==> src/rtl/apb_slave_regs.sv <==
// APB completer with a fixed wait-state count and a small register file.
// The top register is a read-only count of successfully completed transfers.
module apb_slave_regs #(
    parameter int         SLAVE_IDX   = 0,
    parameter logic [7:0] BASE_ADDR   = 8'h10,
    parameter int         NUM_REGS    = 16,
    parameter int         WAIT_CYCLES = 2
) (
    input  logic        clk,
    input  logic        PRESET,
    input  logic [2:0]  PSEL,
    input  logic        PENABLE,
    input  logic [7:0]  PADDR,
    input  logic        PWRITE,
    input  logic [20:0] PWDATA,
    output logic        PREADY,
    output logic [20:0] PRDATA,
    output logic        PSLVERR
);

    localparam int            IW   = $clog2(NUM_REGS);
    localparam logic [IW-1:0] LAST = IW'(NUM_REGS - 1);

    typedef enum logic [1:0] {IDLE, ACCESS, DONE} state_t;

    state_t        state_q, state_d;
    logic [3:0]    cnt_q, cnt_d;
    logic [IW-1:0] idx_q, idx_d;
    logic          hit_q, hit_d;
    logic          write_q, write_d;
    logic [20:0]   wdata_q, wdata_d;
    logic          pready_q, pready_d;
    logic          pslverr_q, pslverr_d;
    logic [20:0]   prdata_q, prdata_d;
    logic [20:0]   regs_q [NUM_REGS];

    logic       sel;
    logic       setup;
    logic       valid;
    logic [7:0] addr_off;
    logic       addr_hit;
    logic       err_cur;
    logic       err_nxt;
    logic       unused_ok;

    assign sel       = PSEL[SLAVE_IDX];
    assign setup     = sel && !PENABLE;
    assign valid     = sel && PENABLE;
    assign addr_off  = PADDR - BASE_ADDR;
    assign addr_hit  = (PADDR >= BASE_ADDR) && (addr_off < 8'(NUM_REGS));
    assign unused_ok = ^PSEL;

    // Error status of the transfer in flight (committing) and of the one about to respond.
    assign err_cur = !hit_q || (write_q && (idx_q == LAST));
    assign err_nxt = !hit_d || (write_d && (idx_d == LAST));

    always_comb begin
        state_d = state_q;
        cnt_d   = cnt_q;
        idx_d   = idx_q;
        hit_d   = hit_q;
        write_d = write_q;
        wdata_d = wdata_q;
        case (state_q)
            IDLE: begin
                if (setup) begin
                    idx_d   = addr_off[IW-1:0];
                    hit_d   = addr_hit;
                    write_d = PWRITE;
                    wdata_d = PWDATA;
                    cnt_d   = 4'(WAIT_CYCLES);
                    // With no wait states the first access cycle is already the PREADY cycle.
                    state_d = (WAIT_CYCLES == 0) ? DONE : ACCESS;
                end
            end
            ACCESS: begin
                if (!valid) begin
                    state_d = IDLE;
                end else begin
                    cnt_d = cnt_q - 4'd1;
                    if (cnt_q <= 4'd1) begin
                        state_d = DONE;
                    end
                end
            end
            DONE: begin
                state_d = IDLE;
            end
            default: begin
                state_d = IDLE;
            end
        endcase
    end

    always_comb begin
        pready_d  = (state_d == DONE);
        pslverr_d = pready_d && err_nxt;
        prdata_d  = '0;
        if (pready_d && !err_nxt && !write_d) begin
            prdata_d = regs_q[idx_d];
        end
    end

    always_ff @(posedge clk or posedge PRESET) begin
        if (PRESET) begin
            state_q   <= IDLE;
            cnt_q     <= '0;
            idx_q     <= '0;
            hit_q     <= 1'b0;
            write_q   <= 1'b0;
            wdata_q   <= '0;
            pready_q  <= 1'b0;
            pslverr_q <= 1'b0;
            prdata_q  <= '0;
            for (int i = 0; i < NUM_REGS; i++) begin
                regs_q[i] <= '0;
            end
        end else begin
            state_q   <= state_d;
            cnt_q     <= cnt_d;
            idx_q     <= idx_d;
            hit_q     <= hit_d;
            write_q   <= write_d;
            wdata_q   <= wdata_d;
            pready_q  <= pready_d;
            pslverr_q <= pslverr_d;
            prdata_q  <= prdata_d;
            // Commit on the edge that ends the PREADY cycle.
            if (state_q == DONE && !err_cur) begin
                if (write_q) begin
                    regs_q[idx_q] <= wdata_q;
                end
                regs_q[LAST] <= regs_q[LAST] + 21'd1;
            end
        end
    end

    assign PREADY  = pready_q;
    assign PSLVERR = pslverr_q;
    assign PRDATA  = prdata_q;

endmodule

==> config.mk <==
export PLATFORM = sky130hd
export DESIGN_NAME = apb_slave_regs
export DESIGN_NICKNAME = d
export VERILOG_FILES = /design/src/rtl/apb_slave_regs.sv
export SDC_FILE = /design/constraint.sdc
export NUM_CORES = 1
export LEC_CHECK = 0
export BUFFER_PORTS_ARGS = -buffer_cell sky130_fd_sc_hd__clkbuf_2
export CAP_MARGIN = 20
export CORE_MARGIN = 2
export CORE_UTILIZATION = 67
export CTS_CLUSTER_DIAMETER = 30
export CTS_CLUSTER_SIZE = 10
export DETAILED_ROUTE_END_ITERATION = 10
export PLACE_DENSITY = 0.85
export SLEW_MARGIN = 10
export SYNTH_ARGS = -nofsm -noshare
export SYNTH_HDL_FRONTEND = slang
export SYNTH_SLANG_ARGS = --single-unit
==> constraint.sdc <==
create_clock -name clk -period 27.1 [get_ports clk]
set_input_delay 5.42 -clock clk [delete_from_list [all_inputs] [get_ports clk]]
set_output_delay 5.42 -clock clk [all_outputs]
set_load 0.03 [all_outputs]
======== Word-level counts from Yosys, hierarchy flattened ========
Index checks and enable logic that the tools add are counted.
word-level totals
  flip-flop bits (word level) ............. 392
  latch bits .............................. 0
  memory bits (writable) .................. 0
  ROM bits ................................ 0
  input bits .............................. 36
  output and inout port bits .............. 23
  logic and storage cells ................. 86
  memories ................................ 0
cells by class
  add/sub/neg operators ................... 3
  multiply operators ...................... 0
  divide/modulo/power cells ............... 0
  $lt $le $gt $ge ......................... 6
  equality and inequality tests ........... 7
  shift-type cells ........................ 0
  muxes and demuxes ....................... 20
  bitwise logic cells ..................... 2
  reduce and logical (&&, ||, !) cells .... 23
operator list
  operator                                                                             number
  336-bit bitwise mux                                                                  1
  21-bit binary-select mux with 4-bit select                                           1
  21-bit demux with 4-bit select                                                       1
  21-bit 2-to-1 mux                                                                    4
  21-bit by 1-bit adder with 21-bit output, second input constant                      1
  4-bit 2-to-1 mux                                                                     4
  5-bit greater-or-equal comparator, second input constant                             2
  1-bit logical AND                                                                    10
  4-bit inverter with 5-bit output                                                     2
  4-bit == test, second input constant                                                 2
  8-bit by 5-bit greater-or-equal comparator with 1-bit output, second input constant  1
  8-bit by 5-bit less-than comparator with 1-bit output, second input constant         1
  4-bit one-hot mux with 2 select lines                                                1
  8-bit by 5-bit subtractor with 8-bit output, second input constant                   1
  1-bit logical NOT                                                                    6
  2-bit 2-to-1 mux                                                                     3
  5-bit by 1-bit less-than comparator with 1-bit output, second input constant         1
  2-bit == test, second input constant                                                 2
  4-bit by 1-bit less-or-equal comparator with 1-bit output, second input constant     1
  1-bit 2-to-1 mux                                                                     4
  2-bit != test, second input constant                                                 2
  2-bit one-hot mux with 2 select lines                                                1
  2-bit AND reduction                                                                  2
  4-bit by 1-bit subtractor with 4-bit output, second input constant                   1
  other kinds (5)                                                                      6

======== Depth between registers and ports, before layout ========
  depth after elaboration ................. 11
  gate-level depth with buffers ........... 10
  gate-level depth less buffers ........... 8

======== Worst setup path before layout ========
No wires, ideal clock.
  path type ............................... input-to-reg
  start ................................... in PENABLE
  end ..................................... reg prdata_q[8], in the netlist PRDATA[8]
  setup time .............................. 130 ps
  arrival ................................. 7421 ps
  data required time ...................... 26970 ps
  slack ................................... 19548 ps
  cell stages on the path ................. 7
  buffers on the path ..................... 2
  cells stage by stage .................... or4b_1 > buf_6 > mux2i_4 > buf_2 > mux4_2 > a22oi_1 > o21ai_0
between the ends
  word-level cells in the longest chain between the ends .. 11
  elaborated cells between the ends (all ways) .. 26
  those cells by class .................... eq/ne: 2; mux: 13; bitwise: 1; reduce/logical: 10
RTL lines
  item                                                                                 line  text
  start, declared                                                                      12    input logic PENABLE,
  branches (longest 10 deep; another with 21-bit binary-select mux with 4-bit select)  -
  21-bit 2-to-1 mux *                                                                  99    if (pready_d && !err_nxt && !write_d) begin
  net prdata_d[8]                                                                      34    logic [20:0] prdata_q, prdata_d;
  end signal, assigned                                                                 127   prdata_q <= prdata_d;
  end, declared                                                                        34
Mark *: on every way through the listed nets, which the timed path passes. The select of a mux whose other input is x is not followed.
A chain may end at the register's enable or synchronous reset.

======== Worst setup path in the final report ========
  start ................................... in PENABLE
  end ..................................... reg prdata_q[9], in the netlist PRDATA[9]
between the ends
  elaborated cells between the ends (all ways) .. 26
  those cells by class .................... eq/ne: 2; mux: 13; bitwise: 1; reduce/logical: 10
RTL lines
  item                                     line  text
  1-bit logical NOT                        47    assign setup = sel && !PENABLE;
  1-bit logical AND                        47
  2-bit 2-to-1 mux                         66    if (setup) begin
  2-bit one-hot mux with 2 select lines *  64    case (state_q)
  2-bit == test *                          96    pready_d = (state_d == DONE);
  net pready_d                             32    logic pready_q, pready_d;
  1-bit logical AND * (2 in a row)         99
  21-bit 2-to-1 mux *                      99
  net prdata_d[9]                          34
The timed path passes the listed nets; every way through them passes the cells marked *. The select of a mux whose other input is x is not followed.

==> impl_results.md <==
* Status: finished clean
* Cell variety after synth at 48
* Final Max Slew Viols at 0
* Critical path's largest stage delay at 920 ps
* Chip Height at between 150 and 200 um
* DIE WIDTH at roughly 160 um
* Avg Cell Area, Syn at 12.9 um^2
* Synth Cell Area at between 0.015 and 0.02 mm^2
* Number of setup buffers added after CTS at 0
* Cell mode on critical path: nand4b_1
* FF+latch area at about 0.0098 mm^2
* Net Sw Frac at 25.5%
* CP Capture Type: register
* Peak Freq at 118 MHz
* Logic pwr share at between 7 and 8%
* Vias per cell at roughly 6.9
* Worst hold slack at slightly below 500 ps
* Worst-margin pin slew at between 1000 and 1500 ps
* Setup TNS at 0 ps
* H-tree levels at 3
* DP Worst Slack at ~18000 ps
* Clock sink count at 392
* Unrepaired setup endpoints after global routing: false
* CP max FO at 13
* Max clock buf depth at 3
* Multi-input combinational cell area at slightly above 0.007 mm^2
* LEAKAGE at a little under 10 nW
* Clock Pin Slew Worst Setup and Hold Paths at 50 ps
* Crit-path slowest cell: nor2_1
* CP Cell Sequence: clkbuf_2 -> nand4b_1 -> nor4_1 -> nand4b_1 -> nor2_1 -> buf_4 -> a22oi_1 -> o21ai_0
* Max Cap Viol at 0
* Initial antenna violation count at 0
* DRT Pass-1 Iters at 8
* Clock root buffer: clkbuf_16
* Final Wtd Congestion at approximately 0.82
* Most common cell after layout, fill and taps aside: dfrtp_1
* Pwr dens at approximately 84 mW/mm^2
* Vias at ~12000
* Clk_lat worst skew at around 560 ps
* Final hold violations at 0
* ANT cells at 0
* FILL cells at approximately 1200
* Clock power frac at a little under three fifths
* Metal2 WL at 23600 um
* Sequential power share at a little under two fifths
* # DRC at 0
* Hold Crit Class: register to register
* Post-CTS Resized at 0
* Top layer reached by signal wires: met4
* Die area at approximately 0.027 mm^2
* Synth-to-Final Area Change at 17.7%
* Setup ws final at 18620 ps
* Internal at approximately 1.3 mW
* Number of buffers added on ports at 56
* Layout net count at 1433
* CP arrival at between 8000 and 9000 ps
* Slew HR at roughly a quarter
* Global route total overflow at 0
* Site Rows at 58
* Total Wirelength at between 40000 and 50000 um
* Share of layout cells above drive strength 1 at 40.2%
* Asr flop ratio synth at 100%
* Crit Path Category: input port to register
* Met3 Routed Length at 4930 um
* Synth Flop Type: dfrtp_1
* Critical Path Start Type: input port
* Final setup fails at 0
* Sequential area share after synthesis at between 50% and 60%
* Most frequent cells in the layout: dfrtp_1, mux2_2, nand2_1
* Synth warnings at 0
* Syn_nets at roughly 1400
* Hold buffers post-CTS at 0
* TritonCTS buffer count at slightly below 70
* Tmin final at 8480 ps
* DRT met1 WL at ~18000 um
* Tot Pwr at between 1.5 and 2 mW
* Clk_skew at 15.4 ps
* Vias in the first global route at roughly 13000
* Synthesized flop and latch total at ~390
* Placeable Area at 0.0253 mm^2
* Post-DP HPWL at ~25000 um
* Pin count of the biggest net entering global routing at about 160
* Global-route wire length before repair at roughly 76000 um
* Worst IR Drop VDD at approximately 60 uV
* Crit path required time at approximately 28000 ps
* Starting DRC count in detailed routing at about 1600
* Syn Inst Count at approximately 1300
* CTS tree: yes
* Total global-route track usage at between 30% and 40%
* Starting Density at roughly 69%
* Fin crit share at 31.3%
* Wire per inst at 27.5 um
* Sw power at roughly 0.43 mW
* Post-synth EDFFs at 0
* Final antenna-violating net count at 0
* I/O pins at 59
-- final cells by class --
cell class | count | area share [%]
Multi-Input combinational cell | 842 | 34.9
Sequential cell | 392 | 48.0
Clock buffer | 83 | 9.41
Clock inverter | 41 | 3.03
Inverter | 7 | 0.165
Timing Repair Buffer | 82 | 2.45
Tap cell | 330 | 2.02
-- worst max-delay path: cells and delay by family --
family                 cells  cell delay (ps)
and+or+nand+nor            4             2480
buffers and inverters      2              560
AOI/OAI and AO/OA          2              410
-- synth_stat cells, types with 3 or more instances --
library cell,count,area [um^2]
a31oi_1,19,119
nor2_1,30,113
nand4b_1,3,26.3
a21oi_1,22,110
a22oi_1,21,158
and2_1,3,18.8
nand2_1,207,777
buf_4,5,37.5
xor2_1,6,52.6
nor3_1,3,15.0
and3_1,6,37.5
a221o_1,17,170
mux2_2,317,3570
nand2b_1,4,25.0
buf_1,27,101
o21ai_0,9,45.0
o21ai_1,14,70.1
inv_1,5,18.8
and4_1,3,26.3
nor4_1,3,18.8
nand4_1,5,31.3
ha_1,3,37.5
clkbuf_1,57,214
mux2i_1,7,70.1
buf_2,8,40.0
or3_1,3,18.8
mux4_2,41,923
nand3_1,64,320
xnor2_1,16,140
dfrtp_1,392,9810
-- path summary, 6_finish.rpt --
path	startpoint	end	slack (ps)	depth (start not counted)
max	PENABLE	PRDATA[9]	18620	8
min	regs_q[9]	regs_q[9]	490	1
max reg2reg	state_q[0]	PRDATA[9]	23130	7
min reg2reg	regs_q[9]	regs_q[9]	490	1
max in group asynchronous	PRESET	regs_q[76]	19940	4
min in group asynchronous	PRESET	regs_q[147]	5040	2
-- power by group through the flow --
stage                     Clock, mW  Sequential (mW)  Combinational (mW)
after floorplan                   0            0.616               0.104
after global placement            0            0.639               0.119
after detailed placement          0            0.640               0.120
after CTS                     0.947            0.632               0.125
after global routing          0.977            0.635               0.136
final                         0.945            0.635               0.128
-- through the flow --
stage          area (um^2)  util, %  instances
6_report             20400     80.7       1777
5_1_grt              20400     80.7       1777
4_1_cts              20400     80.7       1777
3_5_place_dp         17900     70.6       1653
3_3_place_gp         17900     70.6       1653
2_1_floorplan        17400        -       1342
-- layer usage --
layer / global-route usage, % / up-vias
met2: 58.6 / 839
li1: - / 4895
met5: 0 / -
met3: 8.86 / 221
met1: 48.6 / 6355
met4: 21.0 / 0
-- logic make-up (layout without fill, tap and decap cells) --
family | Yosys count | count (layout) | synth area share [%]
AO/OA/AOI/OAI | 110 | 110 | 4.28
XOR/XNOR | 22 | 22 | 1.11
adder cells (fa/ha/maj) | 3 | 3 | 0.216
buffers and inverters | 108 | 213 | 2.78
flip-flops | 392 | 392 | 56.5
multiplexers | 367 | 367 | 26.6
AND/OR/NAND/NOR | 340 | 340 | 8.54
-- sequential cells by signal, summed over array words and instances, names as in the netlist --
signal and flops:
cnt_q 4, PSLVERR 1, write_q 1, PREADY 1, regs_q 336, idx_q 4
wdata_q 21, hit_q 1, state_q 2, PRDATA 21
No activity file was read; power rests on OpenSTA's default activity.
